## src/rtl/ppu_line_buf.sv

```systemverilog
// ---------------------------------------------------------------------------
// ppu_line_buf
//
// Double-buffered scanline store between the NES renderer and the VGA output
// stage. The VGA stage reads the front bank by NES x coordinate while the
// renderer fills the back bank with the next scanline. Every change of the
// VGA stage's NES y coordinate swaps the banks and asks the renderer for the
// following line.
//
// Ports
//   clk_in              : system clock, all state changes on its rising edge
//   rst_in              : asynchronous active-high reset
//   nes_x_in            : current NES x coordinate (display read address)
//   nes_y_in            : current NES y coordinate (line change detection)
//   wr_en_in            : renderer pixel-write strobe, one pixel per cycle
//   wr_idx_in           : renderer pixel value (system palette index)
//   clr_underrun_in     : clears the sticky underrun flag
//   sys_palette_idx_out : palette index of the displayed pixel
//   fill_req_out        : one-cycle pulse, renderer starts line fill_y_out
//   fill_y_out          : scanline the renderer produces next
//   fill_busy_out       : high while the back bank accepts writes
//   underrun_out        : sticky, a swap happened before a fill completed
// ---------------------------------------------------------------------------
module ppu_line_buf #(
    parameter int NES_W = 256,
    parameter int NES_H = 240
) (
    input  logic       clk_in,
    input  logic       rst_in,
    input  logic [9:0] nes_x_in,
    input  logic [9:0] nes_y_in,
    input  logic       wr_en_in,
    input  logic [5:0] wr_idx_in,
    input  logic       clr_underrun_in,
    output logic [5:0] sys_palette_idx_out,
    output logic       fill_req_out,
    output logic [9:0] fill_y_out,
    output logic       fill_busy_out,
    output logic       underrun_out
);

    localparam int            AW       = $clog2(NES_W);
    localparam logic [9:0]    W_LIM    = 10'(NES_W);
    localparam logic [9:0]    H_LIM    = 10'(NES_H);
    localparam logic [AW-1:0] LAST_PTR = AW'(NES_W - 1);

    localparam logic [0:0] ST_IDLE = 1'b0;
    localparam logic [0:0] ST_FILL = 1'b1;

    logic [0:0]    state;
    logic          bank_sel;   // bank currently shown (front)
    logic [AW-1:0] wr_ptr;
    logic [9:0]    q_y;

    // Both banks live in one array; the top address bit is the bank number.
    logic [5:0] mem [0:2*NES_W-1];

    logic       line_event;
    logic       wr_accept;
    logic       last_write;
    logic [9:0] next_y;
    logic [9:0] fill_target;

    assign line_event  = (nes_y_in != q_y);
    // A line change takes priority over a write arriving in the same cycle.
    assign wr_accept   = (state == ST_FILL) && wr_en_in && !line_event;
    assign last_write  = wr_accept && (wr_ptr == LAST_PTR);
    assign next_y      = nes_y_in + 10'd1;
    // Off-screen lines (and the last visible one) prefetch line 0.
    assign fill_target = (next_y < H_LIM) ? next_y : 10'd0;

    // Display read from the front bank; blank beyond the visible width.
    always_comb begin
        // NOTE: default assignment first so no path leaves the output unassigned (no latch).
        sys_palette_idx_out = 6'h00;
        if (nes_x_in < W_LIM) begin
            sys_palette_idx_out = mem[{bank_sel, nes_x_in[AW-1:0]}];
        end
    end

    // NOTE: storage has no reset; its contents are meaningless until written.
    always_ff @(posedge clk_in) begin
        if (wr_accept) begin
            mem[{~bank_sel, wr_ptr}] <= wr_idx_in;
        end
    end

    always_ff @(posedge clk_in or posedge rst_in) begin
        if (rst_in) begin
            // NOTE: non-blocking assignments for all registered state.
            state         <= ST_IDLE;
            bank_sel      <= 1'b0;
            wr_ptr        <= '0;
            q_y           <= 10'd0;
            fill_req_out  <= 1'b0;
            fill_y_out    <= 10'd0;
            fill_busy_out <= 1'b0;
            underrun_out  <= 1'b0;
        end else begin
            q_y <= nes_y_in;

            // Set wins over clear.
            if (line_event && (state == ST_FILL)) begin
                underrun_out <= 1'b1;
            end else if (clr_underrun_in) begin
                underrun_out <= 1'b0;
            end

            if (line_event) begin
                bank_sel      <= ~bank_sel;
                state         <= ST_FILL;
                wr_ptr        <= '0;
                fill_req_out  <= 1'b1;
                fill_y_out    <= fill_target;
                fill_busy_out <= 1'b1;
            end else begin
                fill_req_out <= 1'b0;
                if (last_write) begin
                    // Pointer parks on the last pixel; nothing more is accepted.
                    state         <= ST_IDLE;
                    fill_busy_out <= 1'b0;
                end else if (wr_accept) begin
                    wr_ptr <= wr_ptr + 1'b1;
                end
            end
        end
    end

endmodule

```

## config.mk

```make
export PLATFORM = sky130hd
export DESIGN_NAME = ppu_line_buf
export DESIGN_NICKNAME = d
export VERILOG_FILES = /design/src/rtl/ppu_line_buf.sv
export SDC_FILE = /design/constraint.sdc
export NUM_CORES = 2
export LEC_CHECK = 0
export BUFFER_PORTS_ARGS = -buffer_cell sky130_fd_sc_hd__clkbuf_2
export CAP_MARGIN = 10
export CORE_MARGIN = 5
export CORE_UTILIZATION = 30
export CTS_CLUSTER_DIAMETER = 60
export DETAILED_ROUTE_END_ITERATION = 8
export PLACE_DENSITY = 0.46
export SLEW_MARGIN = 20
export SYNTH_ARGS = -nofsm -noshare
export SYNTH_HDL_FRONTEND = slang
export SYNTH_SLANG_ARGS = --single-unit
```

## constraint.sdc

```tcl
create_clock -name clk_in -period 7.1 [get_ports clk_in]
set_input_delay 1.42 -clock clk_in [delete_from_list [all_inputs] [get_ports clk_in]]
set_output_delay 1.42 -clock clk_in [all_outputs]
set_load 0.01 [all_outputs]
```

Word level (Yosys, flattened, before mapping)
Memory sizes are Yosys's and may differ from the RTL's.
Cells that the tools add are included.
{"block": "totals", "register_bits": 32, "ramBits": 3072, "in_bits": 30, "output_inout_bits": 19, "wordCells": 37, "memories": 1}
{"memory": "mem", "words": 512, "word_bits": 6, "read_ports": 1, "rd_clocked_by_memory_dff": 0, "write_ports": 1, "line": "56", "source": "logic [5:0] mem [0:2*NES_W-1];"}
{"block": "classes", "add_sub_neg": 2, "n_lt_le_gt_ge": 2, "n_eq_ne": 3, "muxes": 12, "bitwise_logic": 1, "reduce_logical": 9}
{"op": "8-bit 2-to-1 mux", "count": 3}
{"op": "10-bit by 1-bit adder with 10-bit output, second input constant", "count": 1}
{"op": "10-bit by 8-bit < comparator with 1-bit output, second input constant", "count": 1}
{"op": "10-bit by 9-bit < comparator with 1-bit output, second input constant", "count": 1}
{"op": "10-bit 2-to-1 mux", "count": 1}
{"op": "10-bit inequality test", "count": 1}
{"op": "8-bit by 1-bit adder with 8-bit output, second input constant", "count": 1}
{"op": "8-bit == test, second input constant", "count": 1}
{"op": "1-bit 2-to-1 mux", "count": 7}
{"op": "6-bit 2-to-1 mux", "count": 1}
{"op": "2-bit nonzero test", "count": 3}
{"op": "1-bit logical AND", "count": 4}
{"op": "2-bit inequality test, second input constant", "count": 1}
{"op": "2-bit AND reduction", "count": 1}
{"op": "1-bit logical NOT", "count": 1}
{"op": "1-bit inverter", "count": 1}

Depth between registers and ports, before layout
{"block": "depth", "word_depth": 6, "mapped_depth": 13, "depth_no_buf": 8}

Worst setup path after synthesis
No wires, ideal clock.
{"block": "synth_path", "path_type": "input-to-output", "from": "input port nes_x_in[1]", "to": "output port sys_palette_idx_out[5]", "t_arrival_ps": 3608, "slack_ps": 2072, "path_stages": 10, "path_buffers": 4, "path_cell_list": "buf_2 buf_6 buf_4 buf_1 mux4_2 a22oi_1 a21oi_1 or4_1 a22oi_1 o221ai_1"}
{"block": "synth_between", "elab_chain_len": 2}
{"element": "start, declared", "line": "30", "source": "input logic [9:0] nes_x_in,"}
{"element": "memory read 512 x 6 bit / 10-bit by 9-bit < comparator with 1-bit output (equally long branches)"}
{"element": "6-bit 2-to-1 mux (*)", "line": "76", "source": "if (nes_x_in < W_LIM) begin"}
{"element": "end, declared", "line": "35", "source": "output logic [5:0] sys_palette_idx_out,"}
Mark *: on every way between the ends. The rest lies on a longest branch, timed or not.

Worst setup path in the final report
{"block": "layout_path", "from": "input port nes_x_in[2]", "to": "output port sys_palette_idx_out[4]"}
The elaborated chain is that of the path after synthesis.

==> flow_summary.yaml <==
cts:
  cts_root_buf: "clkbuf_16"
  cts_buffer_depth: 4
  cts_tree: "done"
  clkLatencyLatePin_ns: 0.95
  cts.sinks: 3104
  clkTransAtPathRegs_ns: 0.05
  hold_buffers: 0
  post-cts-setup-buffer-count: 0
  cts-buffers-inserted: 353
  h-tree-depth: 5
synth:
  synthArstFlopShare_pct: 1.031
  yosysUniqueCellTypes: 72
  syn_inst: 5992
  netlist.area_leader.share_pct: 75.86
  synth-simple-area-share_pct: 3.041
  synth-compound-area-share_pct: 3.371
  synth_top_cells_by_count: "3072 x edfxtp_1, 642 x mux4_2, 573 x nor2_1, 363 x mux2i_1, 181 x clkbuf_1"
  synth_warnings: 0
  synth_seq_area_share_pct: 76.52
  synth_edf_count: 3072
  ys_ff_latch: 3104
  synth_mux_area_share_pct: 15.02
  synth_top_family_by_area: "multiplexers"
  synth_top_area_cell: "edfxtp_1"
  syn_nets: 6027
  synth_xor_area_share_pct: 0.1729
  syn_area_sq_mm: 0.1216
  syn_area_per_cell_sq_um: 20.29
  synth_fa_ha_area_share_pct: 0.05145
  synth_area_leaders: "edfxtp_1 76%, mux4_2 12%, mux2i_1 3.0%"
  synth_ff_type: "edfxtp_1"
  synthMostInstantiatedCell: "edfxtp_1"
layout:
  layout.nets: 6288
  utilization_pct: 34.92
  drive_gt1_share_pct: 23.07
  multi_input_area_sq_mm: 0.02655
  regArea_sq_mm: 0.09305
  fillers: 37400
  postLayoutCellArea_sq_mm: 0.1408
  area_growth_pct: 15.79
  fin_cells: 11950
timing:
  finalClockSkew_ns: 0.07555
  min_period_ns: 6.935
  maxSlewHeadroom_pct: 17.70
  fmax_ghz: 0.1442
  period_share_pct: 97.67
  hold_viol: 0
  rsz0062_at_grt: "no"
  report.final.slew_viol_count: 0
  worst_slew_pin_slew_ns: 1.232
  setup_viol: 0
min_path:
  hold_path_class: "register to register"
  hold_path_end: "fill_y_out[8]"
  hold_depth: 2
  holdCritStartpoint: "fill_y_out[8]"
worst_setup_path:
  startpoint_type: "primary input"
  r2r_end: "mem[379][2]"
  critPathArrivalTime_ns: 5.51
  r2r_setup_slack_ns: 2.83
  timing.critical_path.required_ns: 5.68
  crit_fanout: 19
  worstReg2RegStart: "q_y[1]"
  cp-end-kind: "primary output"
  path_class: "primary input to primary output"
  r2r_cells: 7
grt:
  met2_usage_pct: 27.02
  grt_max_degree: 200
  grt_overflow: 0
  grt_use_met1_pct: 22.43
  antenna_found_initial: 13
  grt_pass1_wl_um: 491400
  grt_usage_pct: 16.28
  grt_pass1_vias: 62730
  grt-busiest-layer: "met2"
  grt_use_met3_pct: 2.685
floorplanning:
  rows: 233
  core_sq_mm: 0.4032
  start_util_pct: 30.16
  die_w_um: 646.7
  dieArea_sq_mm: 0.4182
  io_pins: 49
  die_h_um: 646.7
drt:
  firstDrtPassIters: 6
  drc: 0
  vias_per_cell: 5.059
  ant_nets: 0
  vias: 60440
  routedWlPerCell_um: 29.18
  drt-initial-drc-count: 5340
  totalWireLength_um: 348600
power_and_ir_drop:
  leakagePower_uw: 0.04357
  p_per_area_mw_per_mm2: 284.6
  vdd.ir_drop.worst_uv: 208.8
placement:
  placed_cells: 11300
  placement.io_buffers: 48
  placed_area_sq_mm: 0.1294
  dp_hpwl_um: 213500
  gp_congestion: 0.7837
outcome:
  outcome: "finished, final reports clean"
flow_run:
  cap_violations: 0
registers in the layout, summed over array words and instances (netlist names):
register and count:
mem 3072, fill_y_out 10, q_y 10, wr_ptr 8, bank_sel 1, fill_req_out 1
state 1, underrun_out 1
power breakdown:
group | internal [uW] | switching [uW]
Sequential | 20100 | 5.90
Combinational | 647 | 1220
Clock | 10600 | 7490
layer usage:
layer	vias up	routed length, um
met5	-	13
met4	2	8510
met3	419	18490
met2	1743	169600
met1	32880	152000
li1	25400	-
layout make-up:
class,count,share of cell area (%)
sequential,3104,66.08
multi-input combinational,2482,18.85
clock buffer,410,6.486
tap,5405,4.803
timing repair buffer,292,2.096
clock inverter,232,1.618
inverter,20,0.05865
antenna,2,0.003554
worst max path at each step:
stage | start | endpoint | slack, ns
6_report | nes_x_in[2] | sys_palette_idx_out[4] | 0.17
5_1_grt | nes_x_in[0] | sys_palette_idx_out[0] | 0.21
4_1_cts | nes_x_in[0] | sys_palette_idx_out[5] | 0.09
3_5_place_dp | nes_x_in[2] | sys_palette_idx_out[4] | -0.02
3_3_place_gp | nes_x_in[0] | sys_palette_idx_out[5] | -0.25
2_1_floorplan | nes_x_in[1] | sys_palette_idx_out[5] | 2.07
kinds of logic (layout without fill, tap and decap cells):
family          count (synthesis)  count (layout)
compound gates                576             576
xor+xnor                       24              24
fa+ha+maj                       5               5
buf+inv                       406             954
flops                        3104            3104
mux                          1020            1020
other cells                     0               2
simple gates                  857             857
per-stage QoR:
| stage | setup slack, ns | hold WS (ns) | total power, uW | TNS [ns] |
|---|---|---|---|---|
| detailed placement | -0.02172 | 0.4929 | 22440 | -0.02172 |
| floorplan | 2.072 | 0.5263 | 21470 | 0 |
| global route | 0.2079 | 0.5243 | 41340 | 0 |
| CTS | 0.09094 | 0.5016 | 40500 | 0 |
| global placement | -0.2489 | 0.4905 | 22420 | -0.2489 |
| finish | 0.1654 | 0.4961 | 40070 | 0 |
cells in the final DEF, fill, tap and decap left out, drive strengths merged, types with 14 or more instances in the layout:
| master | Yosys | routed |
|---|---|---|
| edfxtp | 3072 | 3072 |
| mux4 | 642 | 642 |
| nor2 | 574 | 574 |
| clkbuf | 181 | 447 |
| mux2i | 363 | 363 |
| buf | 205 | 255 |
| clkinv | 0 | 147 |
| a22oi | 136 | 136 |
| nand2 | 116 | 116 |
| o221ai | 99 | 99 |
| a21oi | 88 | 88 |
| o21ai | 70 | 70 |
| o22ai | 55 | 55 |
| inv | 20 | 48 |
| nand3 | 47 | 47 |
| bufinv | 0 | 36 |
| o211ai | 32 | 32 |
| dfrtp | 32 | 32 |
| clkinvlp | 0 | 21 |
| xor2 | 18 | 18 |
| a221oi | 16 | 16 |
| mux2 | 15 | 15 |
| nor2b | 15 | 15 |
| nor3 | 14 | 14 |
worst max-delay path, cell delays in order:
cell and delay [ns]:
buf_6 0.31, buf_4 0.58, or3b_2 0.64, o221ai_1 0.37
a211o_1 0.14, nand3_1 0.26, a41oi_1 0.55, buf_4 0.26
a22oi_1 0.12, o221ai_2 0.39, buf_4 0.18, clkbuf_2 0.13
timing repair:
item,CTS,global route
endpoints found under the hold margin,0,0
resized for setup,1,0
endpoints found under the setup margin,1,0
No activity file was read; power rests on OpenSTA's default activity.
